--- config.mk ---
export PLATFORM = sky130hd
export DESIGN_NAME = keypad_scan_ctrl_flat
export DESIGN_NICKNAME = d
export VERILOG_FILES = /design/src/rtl/keypad_scan_if.sv /design/src/rtl/keypad_scan_ctrl.sv /design/src/flat_wrapper.sv
export SDC_FILE = /design/constraint.sdc
export NUM_CORES = 1
export LEC_CHECK = 0
export ABC_AREA = 1
export CORE_AREA = 4 4 56 96
export DETAILED_ROUTE_END_ITERATION = 7
export DIE_AREA = 0 0 60 100
export DONT_BUFFER_PORTS = 1
export PLACE_DENSITY_LB_ADDON = 0.05
export SETUP_SLACK_MARGIN = 0.4
export SYNTH_ARGS = -nofsm -noshare
export SYNTH_HDL_FRONTEND = slang
export SYNTH_SLANG_ARGS = --single-unit
--- constraint.sdc ---
create_clock -name clk -period 1.55 [get_ports clk]
set_input_delay 0.3875 -clock clk [delete_from_list [all_inputs] [get_ports clk]]
set_output_delay 0.3875 -clock clk [all_outputs]
set_load 0.005 [all_outputs]
--- src/rtl/keypad_scan_if.sv ---
// +----------------------------------------------------------------------+
// | keypad_scan_if : keypad pins and decoded-key outputs bundle          |
// | Revision 1.0                                                         |
// +----------------------------------------------------------------------+
`default_nettype none

interface keypad_scan_if;
  logic       scan_en;
  logic [3:0] rows;
  logic [3:0] cols;
  logic       key_valid;
  logic [3:0] key_code;
  logic [1:0] scan_col;

  // Master drives the keypad rows and scan enable; slave is the scanner.
  modport master (
    output scan_en,
    output rows,
    input  cols,
    input  key_valid,
    input  key_code,
    input  scan_col
  );

  modport slave (
    input  scan_en,
    input  rows,
    output cols,
    output key_valid,
    output key_code,
    output scan_col
  );
endinterface

`default_nettype wire

--- src/rtl/keypad_scan_ctrl.sv ---
// +----------------------------------------------------------------------+
// | keypad_scan_ctrl : 4x4 matrix keypad column scanner with key lock    |
// | Revision 1.0                                                         |
// +----------------------------------------------------------------------+
`default_nettype none

module keypad_scan_ctrl #(
  parameter int SETTLE_BITS = 8
) (
  input  logic          clk,
  input  logic          rst,
  keypad_scan_if.slave  kp
);

  localparam logic [SETTLE_BITS-1:0] C_TC  = '1;
  localparam logic [SETTLE_BITS-1:0] C_ONE = {{(SETTLE_BITS-1){1'b0}}, 1'b1};

  typedef enum logic [0:0] {
    ST_SCAN   = 1'b0,
    ST_LOCKED = 1'b1
  } state_e;

  state_e                 state_q;
  logic [3:0]             sync1_q;
  logic [3:0]             rows_s_q;
  logic [SETTLE_BITS-1:0] cnt_q;
  logic [1:0]             col_q;
  logic [3:0]             cols_q;
  logic [1:0]             row_q;
  logic                   valid_q;
  logic [3:0]             code_q;

  logic                   single_d;
  logic [1:0]             hit_row_d;
  logic [1:0]             col_next_d;
  logic [3:0]             cols_next_d;

  function automatic logic [3:0] key_map(input logic [1:0] r, input logic [1:0] c);
    logic [3:0] code;
    case ({r, c})
      4'b00_00: code = 4'h1;
      4'b00_01: code = 4'h2;
      4'b00_10: code = 4'h3;
      4'b00_11: code = 4'hA;
      4'b01_00: code = 4'h4;
      4'b01_01: code = 4'h5;
      4'b01_10: code = 4'h6;
      4'b01_11: code = 4'hB;
      4'b10_00: code = 4'h7;
      4'b10_01: code = 4'h8;
      4'b10_10: code = 4'h9;
      4'b10_11: code = 4'hC;
      4'b11_00: code = 4'hE;
      4'b11_01: code = 4'h0;
      4'b11_10: code = 4'hF;
      default:  code = 4'hD;
    endcase
    return code;
  endfunction

  // Only a pattern with exactly one low row is a lockable key; ghosting
  // or multiple presses in one column fall through to the default.
  always_comb begin
    single_d  = 1'b0;
    hit_row_d = 2'd0;
    case (rows_s_q)
      4'b1110: begin single_d = 1'b1; hit_row_d = 2'd0; end
      4'b1101: begin single_d = 1'b1; hit_row_d = 2'd1; end
      4'b1011: begin single_d = 1'b1; hit_row_d = 2'd2; end
      4'b0111: begin single_d = 1'b1; hit_row_d = 2'd3; end
      default: begin single_d = 1'b0; hit_row_d = 2'd0; end
    endcase
  end

  assign col_next_d  = col_q + 2'd1;
  assign cols_next_d = ~(4'b0001 << col_next_d);

  always_ff @(posedge clk) begin
    if (rst) begin
      sync1_q  <= 4'b1111;
      rows_s_q <= 4'b1111;
      state_q  <= ST_SCAN;
      cnt_q    <= '0;
      col_q    <= 2'd0;
      cols_q   <= 4'b1110;
      row_q    <= 2'd0;
      valid_q  <= 1'b0;
      code_q   <= 4'h0;
    end else begin
      sync1_q  <= kp.rows;
      rows_s_q <= sync1_q;
      case (state_q)
        ST_SCAN: begin
          // The terminal sample is taken regardless of scan_en; the enable
          // only gates counting toward it.
          if (cnt_q == C_TC) begin
            if (single_d) begin
              state_q <= ST_LOCKED;
              row_q   <= hit_row_d;
              valid_q <= 1'b1;
              code_q  <= key_map(hit_row_d, col_q);
            end else begin
              col_q  <= col_next_d;
              cols_q <= cols_next_d;
              cnt_q  <= '0;
            end
          end else if (kp.scan_en) begin
            cnt_q <= cnt_q + C_ONE;
          end
        end
        ST_LOCKED: begin
          if (rows_s_q[row_q]) begin
            state_q <= ST_SCAN;
            valid_q <= 1'b0;
            col_q   <= col_next_d;
            cols_q  <= cols_next_d;
            cnt_q   <= '0;
          end
        end
        default: state_q <= ST_SCAN;
      endcase
    end
  end

  assign kp.cols      = cols_q;
  assign kp.key_valid = valid_q;
  assign kp.key_code  = code_q;
  assign kp.scan_col  = col_q;

endmodule

`default_nettype wire
--- src/flat_wrapper.sv ---
// flat-port wrapper written by rule: the top's interface ports become plain ports
module keypad_scan_ctrl_flat 
#(
  parameter int SETTLE_BITS = 8
)
  (clk, rst, kp_scan_en, kp_rows, kp_cols, kp_key_valid, kp_key_code, kp_scan_col);
  keypad_scan_if kp_i ();
  input  logic clk;
  input  logic rst;
  input wire logic [$bits(kp_i.scan_en)-1:0] kp_scan_en;
  input wire logic [$bits(kp_i.rows)-1:0] kp_rows;
  output wire logic [$bits(kp_i.cols)-1:0] kp_cols;
  output wire logic [$bits(kp_i.key_valid)-1:0] kp_key_valid;
  output wire logic [$bits(kp_i.key_code)-1:0] kp_key_code;
  output wire logic [$bits(kp_i.scan_col)-1:0] kp_scan_col;
  assign kp_i.scan_en = kp_scan_en;
  assign kp_i.rows = kp_rows;
  assign kp_cols = kp_i.cols;
  assign kp_key_valid = kp_i.key_valid;
  assign kp_key_code = kp_i.key_code;
  assign kp_scan_col = kp_i.scan_col;
  keypad_scan_ctrl #(.SETTLE_BITS(SETTLE_BITS)) u_core (.clk(clk), .rst(rst), .kp(kp_i));
endmodule
Word level (Yosys, flattened, before mapping) --
Memories as Yosys holds them, arrays and structs flattened. A register that Yosys moved wholly into a read port is not among the register bits. Index checks and enable logic that the tools add are counted.
Storage, ports and cells: ROM bits 64, memories 1, output and inout port bits 11, register bits after elaboration 26, logic and storage cells 56
Cells by class: add/subtract/negate cells 2, reductions and logical operators 5, muxes and demuxes 25, shifts and indexed selects 1, magnitude comparators 1, equal/unequal tests 11, bitwise operators 2
Memory list:
- (no name shown) | words 16, width 4, rd ports 1, clocked after memory_dff 1, write ports 0, line keypad_scan_ctrl.sv:40 | case ({r, c})
Operators with widths (count):
- 2-to-1 mux 8 bit | 4
- case mux 8 bit (2 select lines) | 1
- == test 4 bit (second input constant) | 3
- 2-to-1 mux 4 bit | 3
- AND reduction 3 bit | 4
- adder 8 x 1 -> 8 bit (second input constant) | 1
- == test 8 bit (second input constant) | 1
- 2-to-1 mux 1 bit | 8
- case mux 4 bit (2 select lines) | 1
- 2-to-1 mux 2 bit | 3
- case mux 2 bit (3 select lines) | 1
- == test 4 x 3 -> 1 bit (second input constant) | 1
- != test 2 x 1 -> 1 bit (second input constant) | 2
- != test 2 bit (second input constant) | 2
- NOT 4 bit | 1
- case mux 1 bit (2 select lines) | 2
- case mux 2 bit (2 select lines) | 1
- OR reduction 4 bit | 1
- left shift 1 x 2 -> 4 bit (first input constant) | 1
- less-than comparator 2 x 3 -> 1 bit (second input constant) | 1
- != test 3 x 2 -> 1 bit (second input constant) | 1
- != test 3 bit (second input constant) | 1
- adder 2 x 1 -> 2 bit (second input constant) | 1
- binary-select mux 1 bit (select 2 bit) | 1
- NOT 1 bit | 1

Longest topological paths before layout --
Gate-level depths: netlist of run 1.
depth after elaboration 6, gate-level depth with buffers 11

Worst setup path after synthesis of run 1 --
Ideal clock, no wire load.
path type reg2reg, from register u_core.cnt_q[1], to register u_core.code_q[0], in the netlist u_core.kp.key_code[0], stages on the path, launching flop included 11, arrival time 1307 ps, period minus slack after synthesis 1424 ps, buffers on the path 0, data required time 1433 ps, setup time 117 ps, setup slack 126 ps, cell sequence dfxtp_1 ha_1 nand2_2 nor2_2 nand2_2 nor2_2 nand2_2 inv_2 o21ai_0 nor2_1 nor2_1
Between the ends: word-level cells in the longest chain between the ends 2
Ends and longest elaborated chain:
- start: declaration | line keypad_scan_ctrl.sv:26 | logic [SETTLE_BITS-1:0] cnt_q;
- start signal: assignment | line keypad_scan_ctrl.sv:108 | cnt_q <= cnt_q + C_ONE;
- == test 8 bit | line keypad_scan_ctrl.sv:96 | if (cnt_q == C_TC) begin
- AND reduction 3 bit (no source line)
- end: declaration | line keypad_scan_ctrl.sv:31 | logic [3:0] code_q;
No other way between the ends. A chain may end at the register's enable or synchronous reset.

Final worst setup path of run 1 --
from register u_core.cnt_q[0], to register u_core.col_q[1], in the netlist u_core.kp.scan_col[1]
Between the ends: word-level cells in the longest chain between the ends 3
Ends and longest elaborated chain:
- == test 8 bit | line keypad_scan_ctrl.sv:96
- != test 2 x 1 -> 1 bit (no source line)
- AND reduction 3 bit (no source line)
- end signal: assignment | line keypad_scan_ctrl.sv:103 | col_q <= col_next_d;
- end signal: assignment | line keypad_scan_ctrl.sv:115 | col_q <= col_next_d;
- end: declaration | line keypad_scan_ctrl.sv:27 | logic [1:0] col_q;
No other way between the ends.

==> flow_summary.toml, run 1 <==
[flow_run]
drv_cap = 0

[timing]
maxSlewViolCount = 0
post-route-min-period_ns = 1.47
setup_clock_skew_after_layout_ns = 0.00812
fmaxAchievable_ghz = 0.680
setup_tns_ns = 0
min_period_over_period = 0.948
number_of_setup_violations_in_the_final_report = 0
slew-limit-headroom = 0.845
timing.final.hold_violations = 0
grt_setup_unrepaired = "true"
timing_worst_slew_pin_value_ns = 0.232

[grt]
globalRouteMet2Util = 0.248
global_route.usage.met1 = 0.165
maximum_number_of_pins_on_one_net_before_global_route_repair = 16
first_global_vias = 1493
global_route.overflow_total = 0
groute.usage.overall = 0.149
gr-max-usage-layer = "met2"
use_met3 = 0.0360
antenna_violations_before_repair = 0
grt_pass1_wl_um = 6740

[cts]
path_clk_slew_ns = 0.07
clock-sinks = 30
cts_buffer_depth = 2
post_cts_hold_buffer_count = 0
tritoncts.num_buffers = 5
clock_insertion_delay_worst_skew_ns = 0.28
htree_levels = 2
root_buffer = "sky130_fd_sc_hd__clkbuf_8"
cts_tree = "yes"

[die]
die_h_um = 100
die-area_um2 = 6000
initial_cell_density_of_the_core = 0.338
fp.dieW_um = 60
boundaryPins = 18
placeableCoreArea_um2 = 4620
placement_rows = 33

[synth]
async_reset_ff_frac = 0
yosys_cell_types = 20
netlist_top_cells_area = "sky130_fd_sc_hd__dfxtp_1 38%, sky130_fd_sc_hd__nand2_1 14%, sky130_fd_sc_hd__inv_1 7.4%"
ys_top_cells_by_count = "59 x sky130_fd_sc_hd__nand2_1, 31 x sky130_fd_sc_hd__inv_1, 30 x sky130_fd_sc_hd__dfxtp_1, 30 x sky130_fd_sc_hd__nor2_1, 21 x sky130_fd_sc_hd__nand3_1"
postSynth.topFlopCell = "sky130_fd_sc_hd__dfxtp_1"
yosysMostFrequentCell = "sky130_fd_sc_hd__nand2_1"
number_of_enable_type_register_cells_in_the_synthesized_netlist = 0
syn_area_um2 = 1570
yosys.area.top_type = "sky130_fd_sc_hd__dfxtp_1"
yosys_warnings = 0
syn_area_per_cell_um2 = 6.78
ys_ff_latch = 30
syn-num-nets = 245
synthDominantCellAreaShare = 0.384
netlist_instances = 231
synth.yosys.seq_area_share = 0.384

[layout]
multi_input_area_um2 = 936
post_route_cells_drive_above_1_share = 0.306
antennaDiodeCount = 0
nFillCells = 493
postLayoutCellArea_um2 = 2090
final_util = 0.451
post_layout_nonfiller_instances = 317
final_nets = 278
final-seq-area_um2 = 609
layout-area-overhead-vs-synth_pct = 33.3

[critical_path]
required_ns = 1.76
timing.critical_path.fanout_max = 7
timing_worst_setup_path_type = "reg2reg"
worst_setup_path_start_kind = "flip-flop"
endpoint_kind = "flip-flop"
critical_path_arrival_ns = 1.68

[placed_design]
place.detailed.instances = 296
detailed_place.area_um2 = 1750
detailedPlacementHpwl_um = 2950
gpl.final_weighted_congestion = 0.808
port_buffers = 0

[power]
ir_drop_mv = 0.511
power_leakage_uw = 0.00101
power.density_nw_per_um2 = 760

[routing]
drt_iter0_drc = 49
detail_route.wirelength_um = 4090
detail-route-antenna-nets = 0
drt-wirelength-per-cell_um = 12.9
first_pass_iteration_count_of_the_detailed_router = 4
via_per_inst = 4.78
post-route-drc-count = 0
vias = 1516

[worst_hold_path]
holdCritPathClass = "in2reg"

[outcome]
status = "finished, final reports clean"
==> sequential cells by signal (all words and copies together) (netlist names) <==
register             cells
u_core.cnt_q             8
u_core.kp.cols           4
u_core.kp.key_code       4
u_core.kp.key_valid      1
u_core.kp.scan_col       2
u_core.row_q             2
u_core.rows_s_q          4
u_core.state_q           1
u_core.sync1_q           4
==> metal layers <==
layer / vias to the layer above / share of wire
li1: 795 / -
met5: - / 0
met2: 25 / 0.53
met4: 0 / 0.028
met1: 686 / 0.41
met3: 10 / 0.035
==> critical path, cell delays in order, from the launching register on <==
cell and delay, ns:
sky130_fd_sc_hd__dfxtp_2 0.36, sky130_fd_sc_hd__ha_4 0.15, sky130_fd_sc_hd__nand2_4 0.06, sky130_fd_sc_hd__nor2_4 0.12, sky130_fd_sc_hd__nand2_4 0.08, sky130_fd_sc_hd__buf_6 0.12
sky130_fd_sc_hd__buf_6 0.12, sky130_fd_sc_hd__nand2_8 0.07, sky130_fd_sc_hd__buf_6 0.13, sky130_fd_sc_hd__nand3_2 0.09, sky130_fd_sc_hd__a21oi_2 0.11
==> layout by cell type, fill, tap and decap left out, drive strengths merged, types with 2 or more instances in the layout <==
master / netlist / routed
dfxtp: 30 / 30
o21ai: 6 / 6
or2: 8 / 8
nand3: 22 / 22
nand3b: 2 / 2
clkbuf: 2 / 7
nand4: 10 / 10
nor2: 32 / 32
ha: 7 / 7
a21oi: 12 / 12
inv: 32 / 31
buf: 2 / 30
nand2: 63 / 63
==> repair_timing <==
action                                  4_1_cts  5_1_grt
resized for setup                            12       33
gates cloned                                  0        0
buffers inserted                              6        7
pin swaps                                     9        8
endpoints found under the setup margin       23       23
==> stage by stage <==
step	total power (uW)	hold WS [ns]	setup slack (ns)
2_1_floorplan	898	0.389	0.150
3_3_place_gp	933	0.391	0.0623
3_5_place_dp	932	0.393	0.0437
4_1_cts	1600	0.156	0.110
5_1_grt	1670	0.151	-0.0189
6_report	1590	0.157	0.0803
==> final timing paths <==
path	startpoint	endpoint	slack, ns	depth (start not counted)
max	u_core.cnt_q[0]	u_core.kp.scan_col[1]	0.08	10
min	rst	u_core.kp.scan_col[1]	0.16	1
max reg2reg	u_core.cnt_q[0]	u_core.kp.scan_col[1]	0.08	10
min reg2reg	u_core.sync1_q[3]	u_core.rows_s_q[3]	0.40	1
==> power by group <==
group / switching, uW / internal (uW)
registers: 10.4 / 789
logic: 76.9 / 53.5
clock network: 298 / 358
==> final cells by class <==
type                            count  share of cell area
Clock buffer                        7              0.0414
Clock inverter                      1             0.00240
Inverter                           32              0.0618
Multi-Input combinational cell    165               0.449
Sequential cell                    30               0.292
Tap cell                           52              0.0312
Timing Repair Buffer               30               0.122
==> logic make-up (layout without fill, tap and decap cells) <==
logic type | count (synthesis) | after routing | share of synthesized area
AO/OA/AOI/OAI | 20 | 20 | 0.0672
adder cells (fa/ha/maj) | 7 | 7 | 0.0560
buffers and inverters | 36 | 70 | 0.0959
flip-flops | 30 | 30 | 0.384
AND/OR/NAND/NOR | 138 | 138 | 0.397
Note: power is estimated with default switching activity, not from simulation.
==> inputs of run 2 (changes only) <==
CTS_CLUSTER_SIZE = 10   (was default)
GPL_ROUTABILITY_DRIVEN = 0   (was default)
==> results of run 2 <==
Final layout, timing and power as in run 1 (identical DEF).
==> inputs of run 3 (changes only) <==
SLEW_MARGIN = 20   (was default)
==> results of run 3 <==
Final layout, timing and power as in run 1 (identical DEF).
